## config.mk

```make
export PLATFORM = sky130hd
export DESIGN_NAME = rx_stat_counter_ctrl
export DESIGN_NICKNAME = d
export VERILOG_FILES = /design/src/rtl/rx_stat_pkg.sv /design/src/rtl/rx_stat_ram.sv /design/src/rtl/rx_stat_counter_ctrl.sv
export SDC_FILE = /design/constraint.sdc
export NUM_CORES = 2
export LEC_CHECK = 0
export CAP_MARGIN = 20
export CORE_UTILIZATION = 53
export CTS_CLUSTER_SIZE = 8
export DETAILED_ROUTE_END_ITERATION = 7
export MAX_ROUTING_LAYER = met4
export PLACE_DENSITY = 0.69
export SLEW_MARGIN = 15
export SYNTH_ARGS = -nofsm -noshare
export SYNTH_HDL_FRONTEND = slang
export SYNTH_SLANG_ARGS = --single-unit
```

## constraint.sdc

```tcl
create_clock -name rxclk -period 25.9 [get_ports rxclk]
set_input_delay 2.59 -clock rxclk [delete_from_list [all_inputs] [get_ports rxclk]]
set_output_delay 2.59 -clock rxclk [all_outputs]
set_load 0.05 [all_outputs]
```

## src/rtl/rx_stat_pkg.sv

```systemverilog
// Shared constants and FSM encoding for the rx statistics counter store.
package rx_stat_pkg;

    localparam int unsigned NUM_CNT = 18;
    localparam int unsigned IDX_W   = 5;

    localparam int unsigned CNT_FRAMES_OK = 0;
    localparam int unsigned CNT_FCS_ERR   = 1;
    localparam int unsigned CNT_ALIGN_ERR = 2;
    localparam int unsigned CNT_BCAST     = 3;
    localparam int unsigned CNT_MCAST     = 4;
    localparam int unsigned CNT_PAUSE     = 5;
    localparam int unsigned CNT_UNDERSIZE = 6;
    localparam int unsigned CNT_OVERSIZE  = 7;
    localparam int unsigned CNT_FRAGMENT  = 8;
    localparam int unsigned CNT_JABBER    = 9;
    localparam int unsigned CNT_LEN_ERR   = 10;
    localparam int unsigned CNT_SYM_ERR   = 11;
    localparam int unsigned CNT_DROP      = 12;
    localparam int unsigned CNT_VLAN      = 13;
    localparam int unsigned CNT_CTRL      = 14;
    localparam int unsigned CNT_UNSUP_OP  = 15;
    localparam int unsigned CNT_RUNT      = 16;
    localparam int unsigned CNT_BYTES     = 17;

    typedef enum logic [1:0] {
        ST_INIT,
        ST_IDLE,
        ST_UPD,
        ST_HRD
    } state_e;

endpackage

```

## src/rtl/rx_stat_ram.sv

```systemverilog
// Single-port counter RAM, synchronous read with one cycle latency.
// Contents are undefined until the controller zero-fills them.
module rx_stat_ram #(
    parameter int unsigned DEPTH = 18,
    parameter int unsigned WIDTH = 48,
    parameter int unsigned AW    = 5
) (
    input  logic             clk_i,
    input  logic             en_i,
    input  logic             we_i,
    input  logic [AW-1:0]    addr_i,
    input  logic [WIDTH-1:0] wdata_i,
    output logic [WIDTH-1:0] rdata_o
);

    logic [WIDTH-1:0] mem_q [DEPTH];
    logic [WIDTH-1:0] rdata_q;

    always_ff @(posedge clk_i) begin
        if (en_i) begin
            if (we_i) begin
                mem_q[addr_i] <= wdata_i;
            end else begin
                rdata_q <= mem_q[addr_i];
            end
        end
    end

    assign rdata_o = rdata_q;

endmodule

```

## src/rtl/rx_stat_counter_ctrl.sv

```systemverilog
// Collects rx statistic pulses in small accumulators and folds them into the
// counter RAM by read-modify-write, sharing the RAM with host reads.
module rx_stat_counter_ctrl
    import rx_stat_pkg::*;
#(
    parameter int unsigned CNT_W     = 48,
    parameter int unsigned ACC_W     = 10,
    parameter int unsigned CLR_ON_RD = 0
) (
    input  logic               rxclk,
    input  logic               reset,
    input  logic [NUM_CNT-1:0] stat_inc,
    input  logic [3:0]         rx_bytes,
    input  logic               host_rd_req,
    input  logic [IDX_W-1:0]   host_rd_addr,
    output logic               host_rd_valid,
    output logic [CNT_W-1:0]   host_rd_data,
    output logic               init_done,
    output logic               acc_ovf
);

    localparam int unsigned SW = ACC_W + 1;
    localparam int unsigned PW = IDX_W + 1;

    state_e             state_q;
    logic [IDX_W-1:0]   init_idx_q, rr_q, upd_addr_q, hrd_addr_q;
    logic               last_hrd_q, hrd_ok_q;
    logic [CNT_W-1:0]   snap_q, data_q;
    logic               valid_q, init_done_q, ovf_q;
    logic [ACC_W-1:0]   acc_q [NUM_CNT];
    logic [ACC_W-1:0]   acc_d [NUM_CNT];

    logic               pick_vld, host_go, upd_go, host_addr_ok, ovf_set;
    logic [IDX_W-1:0]   pick_idx;
    logic [PW-1:0]      cand;
    logic [SW-1:0]      inc, sum;
    logic               ram_en, ram_we;
    logic [IDX_W-1:0]   ram_addr;
    logic [CNT_W-1:0]   ram_wdata, ram_rdata;

    // Round-robin: first nonzero accumulator at or after rr_q, wrapping.
    always_comb begin
        pick_vld = 1'b0;
        pick_idx = '0;
        cand     = '0;
        for (int unsigned k = 0; k < NUM_CNT; k++) begin
            cand = {1'b0, rr_q} + PW'(k);
            if (cand >= PW'(NUM_CNT)) begin
                cand = cand - PW'(NUM_CNT);
            end
            if (!pick_vld && acc_q[cand[IDX_W-1:0]] != '0) begin
                pick_vld = 1'b1;
                pick_idx = cand[IDX_W-1:0];
            end
        end
    end

    // A host read yields to pending updates only right after another host read.
    assign host_go      = (state_q == ST_IDLE) && host_rd_req && (!last_hrd_q || !pick_vld);
    assign upd_go       = (state_q == ST_IDLE) && !host_go && pick_vld;
    assign host_addr_ok = host_rd_addr < IDX_W'(NUM_CNT);

    always_comb begin
        ovf_set = 1'b0;
        inc     = '0;
        sum     = '0;
        acc_d   = '{default: '0};
        for (int unsigned i = 0; i < NUM_CNT; i++) begin
            if (i == CNT_BYTES) begin
                inc = stat_inc[i] ? SW'(rx_bytes) : '0;
            end else begin
                inc = SW'(stat_inc[i]);
            end
            if (upd_go && pick_idx == IDX_W'(i)) begin
                sum = inc;
            end else begin
                sum = SW'(acc_q[i]) + inc;
            end
            if (sum[ACC_W]) begin
                acc_d[i] = '1;
                ovf_set  = 1'b1;
            end else begin
                acc_d[i] = sum[ACC_W-1:0];
            end
        end
    end

    always_comb begin
        ram_en    = 1'b0;
        ram_we    = 1'b0;
        ram_addr  = '0;
        ram_wdata = '0;
        case (state_q)
            ST_INIT: begin
                ram_en   = 1'b1;
                ram_we   = 1'b1;
                ram_addr = init_idx_q;
            end
            ST_IDLE: begin
                if (host_go && host_addr_ok) begin
                    ram_en   = 1'b1;
                    ram_addr = host_rd_addr;
                end else if (upd_go) begin
                    ram_en   = 1'b1;
                    ram_addr = pick_idx;
                end
            end
            ST_UPD: begin
                ram_en    = 1'b1;
                ram_we    = 1'b1;
                ram_addr  = upd_addr_q;
                ram_wdata = ram_rdata + snap_q;
            end
            ST_HRD: begin
                if (CLR_ON_RD != 0 && hrd_ok_q) begin
                    ram_en   = 1'b1;
                    ram_we   = 1'b1;
                    ram_addr = hrd_addr_q;
                end
            end
            default: ;
        endcase
    end

    always_ff @(posedge rxclk or negedge reset) begin
        if (!reset) begin
            state_q     <= ST_INIT;
            init_idx_q  <= '0;
            rr_q        <= '0;
            upd_addr_q  <= '0;
            hrd_addr_q  <= '0;
            last_hrd_q  <= 1'b0;
            hrd_ok_q    <= 1'b0;
            snap_q      <= '0;
            data_q      <= '0;
            valid_q     <= 1'b0;
            init_done_q <= 1'b0;
            ovf_q       <= 1'b0;
            for (int unsigned i = 0; i < NUM_CNT; i++) begin
                acc_q[i] <= '0;
            end
        end else begin
            for (int unsigned i = 0; i < NUM_CNT; i++) begin
                acc_q[i] <= acc_d[i];
            end
            if (ovf_set) begin
                ovf_q <= 1'b1;
            end
            valid_q <= 1'b0;
            case (state_q)
                ST_INIT: begin
                    init_idx_q <= init_idx_q + IDX_W'(1);
                    if (init_idx_q == IDX_W'(NUM_CNT - 1)) begin
                        init_done_q <= 1'b1;
                        state_q     <= ST_IDLE;
                    end
                end
                ST_IDLE: begin
                    if (host_go) begin
                        hrd_addr_q <= host_rd_addr;
                        hrd_ok_q   <= host_addr_ok;
                        last_hrd_q <= 1'b1;
                        state_q    <= ST_HRD;
                    end else if (upd_go) begin
                        upd_addr_q <= pick_idx;
                        snap_q     <= CNT_W'(acc_q[pick_idx]);
                        rr_q       <= (pick_idx == IDX_W'(NUM_CNT - 1)) ? '0 : pick_idx + IDX_W'(1);
                        last_hrd_q <= 1'b0;
                        state_q    <= ST_UPD;
                    end
                end
                ST_UPD: state_q <= ST_IDLE;
                ST_HRD: begin
                    data_q  <= hrd_ok_q ? ram_rdata : '0;
                    valid_q <= 1'b1;
                    state_q <= ST_IDLE;
                end
                default: state_q <= ST_INIT;
            endcase
        end
    end

    rx_stat_ram #(
        .DEPTH (NUM_CNT),
        .WIDTH (CNT_W),
        .AW    (IDX_W)
    ) u_ram (
        .clk_i   (rxclk),
        .en_i    (ram_en),
        .we_i    (ram_we),
        .addr_i  (ram_addr),
        .wdata_i (ram_wdata),
        .rdata_o (ram_rdata)
    );

    assign host_rd_valid = valid_q;
    assign host_rd_data  = data_q;
    assign init_done     = init_done_q;
    assign acc_ovf       = ovf_q;

endmodule

```

# ---- After elaboration in Yosys (flattened, before gate mapping)
# Memories as Yosys holds them, arrays and structs flattened. A register that Yosys moved wholly into a read port is not among the register bits.
# Index checks and enable logic that the tools add are counted.
dict set report word_totals {
  elab_cells 444
  output_inout_bits 51
  reg_bits 260
  ramBits 864
  memories 1
  input_bits 30
}
# name depth width rd rd_ports_with_merged_regs wr line
set mem_list {}
lappend mem_list {u_ram.mem_q 18 48 1 1 1 rx_stat_ram.sv:16} ;# logic [WIDTH-1:0] mem_q [DEPTH];
dict set report op_classes {
  n_addsub 56
  mux 186
  n_reduce_logical 90
  order_cmp 38
  bitwise_logic 21
  n_eq_ne 23
}
# op n
set op_table {}
lappend op_table {{10-bit binary-select mux with 5-bit select} 19}
lappend op_table {{10-bit 2-to-1 mux} 56}
lappend op_table {{11-bit 2-to-1 mux} 18}
lappend op_table {{5-bit 2-to-1 mux} 39}
lappend op_table {{10-bit by 1-bit adder with 11-bit output} 17}
lappend op_table {{10-bit nonzero test} 18}
lappend op_table {{6-bit >= comparator (second input constant)} 19}
lappend op_table {{5-bit inverter with 6-bit output} 19}
lappend op_table {{6-bit by 5-bit >= comparator with 1-bit output (second input constant)} 17}
lappend op_table {{48-bit 2-to-1 mux} 2}
lappend op_table {{5-bit subtractor (second input constant)} 18}
lappend op_table {{48-bit by 10-bit adder with 48-bit output} 1}
lappend op_table {{5-bit by 4-bit adder with 6-bit output (second input constant)} 8}
lappend op_table {{1-bit 2-to-1 mux} 45}
lappend op_table {{5-bit by 4-bit == test with 1-bit output (second input constant)} 8}
lappend op_table {{1-bit logical AND} 40}
lappend op_table {{5-bit by 3-bit adder with 6-bit output (second input constant)} 4}
lappend op_table {{5-bit by 3-bit == test with 1-bit output (second input constant)} 4}
lappend op_table {{1-bit logical NOT} 20}
lappend op_table {{5-bit == test (second input constant)} 3}
lappend op_table {{5-bit case mux with 3 select lines} 1}
lappend op_table {{5-bit by 2-bit adder with 6-bit output (second input constant)} 2}
lappend op_table {{5-bit by 5-bit adder with 6-bit output (second input constant)} 2}
lappend op_table {{10-bit by 4-bit adder with 11-bit output} 1}
lappend op_table {{22 further kinds} 33}

# ---- Longest topological paths before layout
dict set report depth {
  depth_word 85
  depth_mapped 40
}

# ---- By module
# A second synthesis with hierarchy kept.
dict set report hier_totals {
  hier_cells 5866
  hier_area_um2 65632.9
}
# mod instances area_per_inst_um2 seq_area_each_um2 cells_each
set modules_own_cells {}
lappend modules_own_cells {rx_stat_ram 1 34627.0 27386.3 1787}
lappend modules_own_cells {rx_stat_counter_ctrl 1 31006.0 6506.2 4079}

# ---- Worst setup path after synthesis
# OpenSTA, ideal clock, no wires.
dict set report synth_timing {
  kind {register to register}
  startpoint {register rr_q[1]}
  endpoint {memory u_ram.mem_q[10][0], enable pin}
  path_buffers 11
  path_stages_with_launch 32
  path_slack_ns 12.199
  arrival_time_ns 13.129
  required_time_ns 25.328
  path_cell_list {dfrtp_1 clkbuf_1 buf_2 inv_1 buf_1 buf_1 clkbuf_1 ha_1 clkbuf_1 inv_1 clkbuf_1 buf_1 clkbuf_1 ha_1 nand3_1 o21bai_1 a21oi_1 a222oi_1 or4_4 a2111oi_4 nand4bb_2 or4b_4 or3_1 buf_2 nor3_1 nor2_1 o221ai_2 nand2_1 nor2_1 clkbuf_1 inv_1 nor4_1}
}
dict set report synth_between {
  elab_chain_len 70
  elab_cells_between_ends 246
  classes_between {add/sub: 35; order compare: 18; mux: 116; bitwise: 18; reduce/logical: 59}
}
# element line
set synth_lines {}
lappend synth_lines {{start: declaration} rx_stat_counter_ctrl.sv:26} ;# logic [IDX_W-1:0] init_idx_q, rr_q, upd_addr_q, hrd_addr_q;
lappend synth_lines {{start signal: assignment} rx_stat_counter_ctrl.sv:167} ;# rr_q <= (pick_idx == IDX_W'(NUM_CNT - 1)) ? '0 : pick_idx + IDX_W'(1);
lappend synth_lines {{branches (longest 70 deep; another with 5-bit by 1-bit adder with 6-bit output)} -}
lappend synth_lines {{end: declaration} rx_stat_ram.sv:16}
# Several ways; the timed one is not identified. The select of a mux whose other input is x is not followed.

# ---- Final worst setup path
dict set report layout_timing {
  startpoint {register rr_q[0]}
  endpoint {register u_ram.rdata_q[29], in the netlist u_ram.rdata_o[29], read port of u_ram.mem_q (data pin)}
}
dict set report layout_between {
  elab_chain_len 69
  elab_cells_between_ends 245
  classes_between {add/sub: 35; order compare: 18; mux: 114; bitwise: 18; reduce/logical: 60}
}
# element line
set layout_lines {}
lappend layout_lines {{branches (longest 69 deep; another with 5-bit by 1-bit adder with 6-bit output)} -}
lappend layout_lines {{end: declaration} rx_stat_ram.sv:17} ;# logic [WIDTH-1:0] rdata_q;
# Several ways; the timed one is not identified. The select of a mux whose other input is x is not followed.
# A chain may end at the register's enable or synchronous reset.

==> results_dict.tcl <==
set metrics [dict create \
    cts.path.max_buffers 3 \
    synth_top_area_share_pct 41.6 \
    rr_worst_depth 28 \
    startpoint "rr_q[0]" \
    place_area_mm2 0.0688 \
    routed.top_layer "met4" \
    die_w_um 354 \
    syn_area_per_cell_um2 10.4 \
    synthTopCellsByCount "edfxtp_1 (912), nand2_1 (837), nor2_1 (449)" \
    worst_path_most_repeated_cell "buf_4" \
    drive_gt1_share_pct 10.9 \
    critPathMaxStageDelay_ns 0.84 \
    grt_overflow_total 0 \
    synth_nets 6431 \
    cts_resized 0 \
    ctsHoldBuffers 0 \
    cts_sinks 1172 \
    h-tree-depth 4 \
    die_h_um 354 \
    finalHoldWorstSlack_ns 0.461 \
    max_freq_mhz 84.5 \
    synthArstFlopShare_pct 22.2 \
    yosysWarnings 0 \
    hold_start "host_rd_data[4]" \
    synth.area.top_cells "edfxtp_1 (42%), dfrtp_1 (9.9%), nand2_1 (4.8%)" \
    hold_viol 0 \
    required_ns 26.39 \
    grt_start_max_net_pins 173 \
    post-route-period-util_pct 45.7 \
    dp_hpwl_um 180000 \
    ant_nets 0 \
    setup-violations-final 0 \
    synth_flop_cell "edfxtp_1" \
    clk_pin_slew_ns 0.06 \
    wl_met1_um 98200 \
    antenna_found_initial 15 \
    cts_tree "yes" \
    fp.coreArea_mm2 0.123 \
    holdPathStages 2 \
    syn_area_mm2 0.0658 \
    drt-total-wl_um 268000 \
    hp-class "register to register" \
    outcome "finished with violations" \
    wire_per_inst_um 33.1 \
    worstMarginPinSlew_ns 1.30 \
    synth_cell_types 117 \
    port-buffer-count 80 \
    rows 128 \
    ctsRootBufferMaster "clkbuf_16" \
    design_area_mm2 0.0740 \
    relSlewSlack_pct 12.5 \
    grt_pass1_vias 53600 \
    io_pins 81 \
    cpMaxStageDelayCell "dfrtp_4" \
    rsz0062_at_grt "no" \
    grt_pass1_wl_um 380000 \
    nets 6480 \
    post-cts-setup-buffers 0 \
    start_util_pct 53.7 \
    met2WireLength_um 121000 \
    die-area_mm2 0.126 \
    numCtsBuffers 166 \
    violations "design-rule violations" \
    place_congestion 1.15 \
    num_vias 56900 \
    period_minus_slack_ns 11.84 \
    ys_seq_area_share_pct 51.5 \
    criticalPathCategory "register to register" \
    yosys.area.top_type "edfxtp_1" \
    via_per_inst 7.03 \
    cp-start-kind "register" \
    syn2layout_area_growth_pct 12.4 \
    drc_errors 1 \
    wl_met3_um 27300 \
    drt_pass1_iterations 8 \
    slew_violations 0 \
    tns_ns 0 \
    endpoint_kind "register" \
    yosysMostFrequentCell "edfxtp_1" \
    netlist_instances 6315 \
    arrival_ns 12.32 \
    clk_latency_ns 0.80 \
    drtIter0Drc 8091 \
    timing.rr.start "rr_q[0]" \
    fin_skew_ns 0.0829 \
    synth_edf_count 912 \
    ys_ff_latch 1172 \
    max_cap_viol_count 0 \
    worstPathMaxFanout 67 \
    grt_usage_pct 43.1 \
]
## worst paths after layout
kind	end	slack, ns
setup / recovery	u_ram.rdata_o[29]	14.06
hold / removal	host_rd_data[4]	0.46
setup reg to reg	u_ram.rdata_o[29]	14.06
hold reg to reg	host_rd_data[4]	0.46
max in group asynchronous	hrd_ok_q	21.85
min in group asynchronous	acc_q[169]	1.78
## metal layers
metal	vias up	track usage, %
met3	924	8.79
met2	3860	65.4
met5	-	-
li1	24100	-
met1	28000	52.5
met4	0	27.7
## cell usage in the layout (no fill, tap or decap), types with 53 or more instances in the layout
cell type        Yosys  routed
nor3_1             194     191
ha_1                84      82
xnor2_1            147     145
nand2_1            837     833
clkbuf_1           265      77
mux2i_1            286     286
nor2_1             449     431
a21oi_1            394     376
buf_4               19     220
and2_1              68      66
nand3_1            322     320
o21ai_0            177     176
dfrtp_1            260     256
a21o_1              69      67
o211ai_1            53      53
inv_1               70      69
o22ai_1             98      98
a211oi_1           104     104
mux2_2              79      79
clkbuf_16            0     168
edfxtp_1           912     912
clkdlybuf4s50_1      0      79
and3_1             201     201
a31oi_1             55      54
## critical path, delay by kind of cell, from the launching register on
| kind | cells | cell delay (ns) |
|---|---|---|
| buffers and inverters | 10 | 3.62 |
| and+or+nand+nor | 8 | 3.22 |
| AOI/OAI and AO/OA | 7 | 2.39 |
| adders and majority gates | 2 | 1.09 |
| DFF | 1 | 0.84 |
| muxes | 1 | 0.20 |
## area by class of cell
| class | count | area (um^2) |
|---|---|---|
| fill | 9803 | 48500 |
| sequential | 1172 | 33900 |
| multi-input combinational | 4634 | 30100 |
| clock buffer | 246 | 4510 |
| timing repair buffer | 314 | 2620 |
| tap | 1625 | 2030 |
| clock inverter | 17 | 450 |
| inverter | 76 | 285 |
| antenna | 14 | 35.0 |
## through the flow
step	util [%]	std cells	setup slack (ns)
detailed placement	56.1	7800	14.40
global placement	56.1	7794	14.53
finish	60.4	8098	14.06
floorplan	-	6315	12.20
CTS	60.2	8063	14.37
global route	60.4	8097	13.81
## state kept, by name, summed over array words and instances (netlist names)
| name | count |
|---|---|
| state_q | 2 |
| acc_q | 180 |
| last_hrd_q | 1 |
| snap_q | 10 |
| rr_q | 5 |
| u_ram.rdata_o | 48 |
| host_rd_data | 48 |
| hrd_ok_q | 1 |
| u_ram.mem_q | 864 |
| upd_addr_q | 5 |
| init_done | 1 |
| host_rd_valid | 1 |
| acc_ovf | 1 |
| init_idx_q | 5 |
## kinds of logic after synthesis
logic type | Yosys count | share of synthesized area (%)
AOI/OAI and AO/OA | 1547 | 16.5
adders and majority gates | 86 | 1.66
muxes | 400 | 6.90
buffers and inverters | 509 | 3.31
DFF | 1172 | 51.5
and+or+nand+nor | 2404 | 17.5
xor gates and xnor gates | 197 | 2.63
Power is left out: the tool's default activity adds up to more than one toggle a clock period on the data nets, which glitch-free logic cannot reach.
